<file path="src/rtl/noc_pkg.sv">
// Shared NoC definitions used by enh_demux and enh_mux.
//   - default flit geometry constants
//   - drop counter width
//   - route selector encoding
//   - flit_valid(): OR-reduction of the valid field at the flit MSBs
package noc_pkg;

    localparam int unsigned DefWordWidth    = 17;
    localparam int unsigned DefValBit       = 1;
    localparam int unsigned DefLogBufferLen = 2;
    localparam int unsigned DropCntWidth    = 8;

    // Upper bound on flit width accepted by flit_valid().
    localparam int unsigned MaxWordWidth = 64;

    typedef enum logic {
        RouteOut1 = 1'b0,
        RouteOut2 = 1'b1
    } route_e;

    // A flit is valid when any bit of its top vb bits (below width ww) is set.
    function automatic logic flit_valid(input logic [MaxWordWidth-1:0] flit,
                                        input int unsigned ww,
                                        input int unsigned vb);
        logic v;
        v = 1'b0;
        for (int unsigned i = 0; i < MaxWordWidth; i++) begin
            if ((i < ww) && ((i + vb) >= ww)) begin
                v = v | flit[i];
            end
        end
        return v;
    endfunction

endpackage

</file>
<file path="src/rtl/flit_fifo.sv">
// Synchronous flit FIFO with registered storage and combinational head.
// Ports:
//   clk, rst      clock, asynchronous active-high reset
//   push_i        write data_i this edge (ignored when full)
//   data_i        flit to write
//   pop_i         consume head this edge (ignored when empty)
//   head_o        head flit, all-zero when empty
//   count_o       occupancy, 0..2**log_buffer_len
//   full_o        occupancy == depth
module flit_fifo #(
    parameter int unsigned word_width     = 17,
    parameter int unsigned log_buffer_len = 2
) (
    input  logic                      clk,
    input  logic                      rst,
    input  logic                      push_i,
    input  logic [word_width-1:0]     data_i,
    input  logic                      pop_i,
    output logic [word_width-1:0]     head_o,
    output logic [log_buffer_len:0]   count_o,
    output logic                      full_o
);

    localparam int unsigned Depth = 1 << log_buffer_len;
    localparam logic [log_buffer_len:0] DepthCnt = {1'b1, {log_buffer_len{1'b0}}};

    logic [word_width-1:0]     mem_q [Depth];
    logic [word_width-1:0]     mem_d [Depth];
    logic [log_buffer_len-1:0] wr_ptr_q, wr_ptr_d;
    logic [log_buffer_len-1:0] rd_ptr_q, rd_ptr_d;
    logic [log_buffer_len:0]   count_q, count_d;
    logic                      do_push, do_pop;

    // Fullness is judged on the registered count, so a same-edge pop never
    // makes room for a push.
    assign full_o  = (count_q == DepthCnt);
    assign count_o = count_q;
    assign do_push = push_i & ~full_o;
    assign do_pop  = pop_i & (count_q != '0);

    always_comb begin
        mem_d    = mem_q;
        wr_ptr_d = wr_ptr_q;
        rd_ptr_d = rd_ptr_q;
        count_d  = count_q;
        if (do_push) begin
            mem_d[wr_ptr_q] = data_i;
            wr_ptr_d        = wr_ptr_q + 1'b1;
        end
        if (do_pop) begin
            rd_ptr_d = rd_ptr_q + 1'b1;
        end
        unique case ({do_push, do_pop})
            2'b10:   count_d = count_q + 1'b1;
            2'b01:   count_d = count_q - 1'b1;
            default: count_d = count_q;
        endcase
    end

    always_comb begin
        head_o = '0;
        if (count_q != '0) begin
            head_o = mem_q[rd_ptr_q];
        end
    end

    always_ff @(posedge clk or posedge rst) begin
        if (rst) begin
            for (int i = 0; i < int'(Depth); i++) begin
                mem_q[i] <= '0;
            end
            wr_ptr_q <= '0;
            rd_ptr_q <= '0;
            count_q  <= '0;
        end else begin
            mem_q    <= mem_d;
            wr_ptr_q <= wr_ptr_d;
            rd_ptr_q <= rd_ptr_d;
            count_q  <= count_d;
        end
    end

endmodule

</file>
<file path="src/rtl/enh_demux.sv">
// Two-way flit demultiplexer: steers valid flits by a payload route bit into
// one of two FIFOs and reports upstream backpressure and overflow drops.
// Ports:
//   clk, rst           clock, asynchronous active-high reset
//   in                 incoming flit (valid field at MSBs)
//   stall_1, stall_2   downstream of out_1/out_2 cannot accept this edge
//   out_1, out_2       FIFO head flits, all-zero when empty
//   full               either FIFO holds depth entries
//   drop_cnt           saturating count of flits lost to a full FIFO
module enh_demux
    import noc_pkg::*;
#(
    parameter int unsigned word_width     = DefWordWidth,
    parameter int unsigned val_bit        = DefValBit,
    parameter int unsigned log_buffer_len = DefLogBufferLen,
    parameter int unsigned route_bit      = 0
) (
    input  logic                    clk,
    input  logic                    rst,
    input  logic [word_width-1:0]   in,
    input  logic                    stall_1,
    input  logic                    stall_2,
    output logic [word_width-1:0]   out_1,
    output logic [word_width-1:0]   out_2,
    output logic                    full,
    output logic [DropCntWidth-1:0] drop_cnt
);

    localparam logic [log_buffer_len:0] DepthCnt = {1'b1, {log_buffer_len{1'b0}}};

    logic                    in_valid;
    route_e                  route;
    logic                    push_1, push_2;
    logic                    fifo_full_1, fifo_full_2;
    logic [log_buffer_len:0] count_1, count_2;
    logic                    drop;
    logic [DropCntWidth-1:0] drop_cnt_q, drop_cnt_d;

    assign in_valid = flit_valid(MaxWordWidth'(in), word_width, val_bit);
    assign route    = route_e'(in[route_bit]);
    assign push_1   = in_valid & (route == RouteOut1);
    assign push_2   = in_valid & (route == RouteOut2);
    assign drop     = (push_1 & fifo_full_1) | (push_2 & fifo_full_2);

    // Conservative: one full FIFO blocks traffic to both destinations.
    assign full     = (count_1 == DepthCnt) | (count_2 == DepthCnt);
    assign drop_cnt = drop_cnt_q;

    flit_fifo #(
        .word_width     (word_width),
        .log_buffer_len (log_buffer_len)
    ) u_fifo_1 (
        .clk     (clk),
        .rst     (rst),
        .push_i  (push_1),
        .data_i  (in),
        .pop_i   (~stall_1),
        .head_o  (out_1),
        .count_o (count_1),
        .full_o  (fifo_full_1)
    );

    flit_fifo #(
        .word_width     (word_width),
        .log_buffer_len (log_buffer_len)
    ) u_fifo_2 (
        .clk     (clk),
        .rst     (rst),
        .push_i  (push_2),
        .data_i  (in),
        .pop_i   (~stall_2),
        .head_o  (out_2),
        .count_o (count_2),
        .full_o  (fifo_full_2)
    );

    always_comb begin
        drop_cnt_d = drop_cnt_q;
        if (drop && (drop_cnt_q != '1)) begin
            drop_cnt_d = drop_cnt_q + 1'b1;
        end
    end

    always_ff @(posedge clk or posedge rst) begin
        if (rst) begin
            drop_cnt_q <= '0;
        end else begin
            drop_cnt_q <= drop_cnt_d;
        end
    end

endmodule

</file>
<file path="config.mk">
export PLATFORM = sky130hd
export DESIGN_NAME = enh_demux
export DESIGN_NICKNAME = d
export VERILOG_FILES = /design/src/rtl/noc_pkg.sv /design/src/rtl/flit_fifo.sv /design/src/rtl/enh_demux.sv
export SDC_FILE = /design/constraint.sdc
export NUM_CORES = 1
export LEC_CHECK = 0
export CORE_AREA = 8 8 128 130
export CTS_CLUSTER_SIZE = 25
export DETAILED_ROUTE_END_ITERATION = 8
export DIE_AREA = 0 0 136 138
export PLACE_DENSITY_LB_ADDON = 0.05
export SLEW_MARGIN = 20
export SYNTH_ARGS = -nofsm -noshare
export SYNTH_HDL_FRONTEND = slang
export SYNTH_SLANG_ARGS = --single-unit
</file>
<file path="constraint.sdc">
create_clock -name clk -period 17.2 [get_ports clk]
set_clock_uncertainty 0.15 [all_clocks]
set_input_delay 3.44 -clock clk [delete_from_list [all_inputs] [get_ports clk]]
set_output_delay 3.44 -clock clk [all_outputs]
set_load 0.02 [all_outputs]
</file>
==> metrics.md <==
| Metric | Value |
|---|---|
| Outcome | `complete, no violations` |
| Hold-critical path endpoint | `u_fifo_2.mem_q[17]` |
| Syn. warnings | `0` |
| DR iter-0 viols | `around 240` |
| Setup TNS | `0 ns` |
| Detailed-route DRC error count | `0` |
| Antenna cells | `0` |
| Worst Hold Class | `register to register` |
| Fillers | `1103` |
| Design Power | `about 1900 uW` |
| Width of the die | `136 um` |
| Post-DP HPWL | `roughly 9600 um` |
| Hold Path Stages | `1` |
| Largest net degree at the start of global routing | `87` |
| Core Area | `14300 um2` |
| RSZ-0062 raised after global routing | `no` |
| Synthesis-stage register bit count | `158` |
| Top post-synthesis cells by area | `dfrtp_1, mux2_4, mux4_2` |
| Cell Area, Placed | `between 8000 and 9000 um2` |
| Netlist Area Pre-Place | `7670 um2` |
| Final nets | `576` |
| Crit path max fanout | `14` |
| Synth cell count leaders | `dfrtp_1, mux2_4, mux2_2` |
| Seq/Total Area, Yosys | `51.6%` |
| Post-synthesis net count | `between 500 and 600` |
| Crit share post-route | `between 30% and 40%` |
| CTS tree | `built` |
| Post-CTS resize count | `0` |
| Clock root buffer | `clkbuf_16` |
| Pleak | `between 0.003 and 0.004 uW` |
| CP max stage delay | `a little under 0.6 ns` |
| Clk Latency, worst-skew pair | `about 0.4 ns` |
| Least-Margin Pin Slew | `between 0.9 and 1 ns` |
| Crit path kind | `register to output port` |
| Leading area contributor after synthesis | `dfrtp_1` |
| Port bufs | `63` |
| CTS Buffer Depth | `2` |
| Post-route cell area | `8910 um2` |
| Mean Syn Cell Area | `around 16 um2` |
| Final GP Congestion | `~0.73` |
| Top FF cell, synth | `dfrtp_1` |
| Final hold vios | `0` |
| Post-synth EDFFs | `0` |
| Top Family by Delay on Critical Path | `buffers and inverters` |
| Hold Slack | `0.312 ns` |
| Via/cell ratio | `roughly 5.5` |
| Die ar. | `~19000 um2` |
| Reg2reg start | `u_fifo_1.count_o[0]` |
| Placed cell count | `707` |
| Max Cap Viol | `0` |
| Cell with the most instances after synthesis | `dfrtp_1` |
| Crit path time final | `around 6.2 ns` |
| First-pass GRT wire length | `between 20000 and 25000 um` |
| Power Dens Cells | `214 nW/um2` |
| Count of cell types in the netlist | `37` |
| Pre-Repair DR Iteration Count | `4` |
| CP arrival | `between 2 and 3 ns` |
| Grt total ovfl | `0` |
| CTS HTree Levels | `4` |
| Worst setup SP type | `register` |
| Antenna-violating nets left | `0` |
| Vias in the first global route | `4282` |
| Initial antenna violation count | `0` |
| Slew HR | `a little under two fifths` |
| Hold path start | `u_fifo_2.mem_q[17]` |
| Final WL | `15400 um` |
| Area occupied by multi-input gates | `approximately 3400 um2` |
| Routed wire per std cell | `about 21 um` |
| Yosys top cell area share | `51.6%` |
| R2R Path End | `u_fifo_1.count_o[2]` |
| FF-to-FF setup slack | `roughly 15 ns` |
| Cell row count | `44` |
| Max-slew violation count | `0` |
| Hold-fix buffers at CTS | `0` |
| Crit path required time | `between 10 and 15 ns` |
| All-Layer GR Usage | `around 17%` |
| Post-CTS setup buffer count | `0` |
| Max Freq | `162 MHz` |
| Slowest cell on crit path | `clkdlybuf4s50_1` |
| Area growth syn-to-layout | `16.3%` |
| TritonCTS Buffers | `17` |
| Register area | `around 4000 um2` |
| CP endpoint kind | `output port` |
| Clock sinks | `between 150 and 200` |
| Register clock-pin slew on the reported worst setup and hold paths | `0.06 ns` |
| Fin cells | `737` |
| Mapped Cells | `between 400 and 500` |
| R2R cell count | `9` |
| Async SR Flop Fraction | `100%` |
| CP Buf/Inv Count | `2` |
| Max rail drop VDD | `roughly 0.12 mV` |
| Crit path cell chain | `buf_4 > mux4_2 > nor2b_1 > clkdlybuf4s50_1` |
| Share of cells above drive strength 1 | `a little over a third` |
| Io pins | `64` |
| Die Y | `around 140 um` |
| Final Setup Violations | `0` |
| Starting Density | `around 54%` |
| Vias | `~4k` |
[cells by family after synthesis]
logic type / Yosys count / synth area share (%)
multiplexers: 158 / 31.3
flip-flops: 158 / 51.6
buffers and inverters: 34 / 3.88
adder cells (fa/ha/maj): 13 / 2.32
AND/OR/NAND/NOR: 85 / 8.21
XOR/XNOR: 15 / 1.71
AO/OA/AOI/OAI: 12 / 1.01
[stage by stage]
| step | setup slack, ns | util [%] |
|---|---|---|
| 4_1_cts | 10.94 | 62.3 |
| 6_report | 11.01 | 62.3 |
| 3_5_place_dp | 11.40 | 58.2 |
| 2_1_floorplan | 9.35 | - |
| 3_3_place_gp | 11.43 | 58.2 |
| 5_1_grt | 10.85 | 62.3 |
[per-layer routing]
metal	wire length [um]	global-route usage [%]	up-vias
met4	129	4.86	0
met5	0	0	-
met3	586	4.42	8
met2	7470	25.7	76
met1	7220	23.9	2155
li1	-	-	1825
[state kept, by name, indices dropped and copies added (netlist names)]
register           cells
u_fifo_2.rd_ptr_q      2
u_fifo_2.wr_ptr_q      2
u_fifo_2.count_o       3
drop_cnt               8
u_fifo_1.rd_ptr_q      2
u_fifo_1.mem_q        68
u_fifo_1.count_o       3
u_fifo_2.mem_q        68
u_fifo_1.wr_ptr_q      2
[layout by cell type (no fill, tap or decap), types with 7 or more instances in the layout]
| cell | instances |
|---|---|
| clkbuf_16 | 17 |
| clkdlybuf4s50_1 | 63 |
| dfrtp_1 | 158 |
| ha_1 | 11 |
| inv_1 | 13 |
| mux2_2 | 58 |
| mux2_4 | 64 |
| mux4_2 | 34 |
| nand2_1 | 7 |
| nand2_8 | 8 |
| nand2b_1 | 12 |
| nor2b_1 | 35 |
| xnor2_1 | 8 |
| xor2_1 | 7 |
[power breakdown]
part / switching [uW] / internal [uW] / leakage, uW
combinational: 349 / 514 / 0.00180
sequential: 124 / 545 / 0.00189
clock: 139 / 233 / 0.000289
total: 612 / 1290 / 0.00398
[cell type report]
cell class / instances / share of cell area, %
multi-input cells: 283 / 38.4
repair buffers: 68 / 7.49
inverters: 14 / 0.646
clock inverters: 8 / 1.29
well taps: 184 / 2.58
clock buffers: 22 / 5.21
flip-flops and latches: 158 / 44.4
[how the worst max path moves through the flow]
stage | start | end | slack [ns] | cells after the start
floorplan | rst | drop_cnt[0] | 9.35 | 1
global placement | u_fifo_1.rd_ptr_q[0] | out_1[12] | 11.43 | 4
detailed placement | u_fifo_1.rd_ptr_q[0] | out_1[13] | 11.40 | 4
CTS | u_fifo_1.rd_ptr_q[0] | out_1[13] | 10.94 | 4
global route | u_fifo_1.rd_ptr_q[0] | out_1[10] | 10.85 | 4
finish | u_fifo_1.rd_ptr_q[0] | out_1[10] | 11.01 | 4
Note: power is estimated with default switching activity, not from simulation.
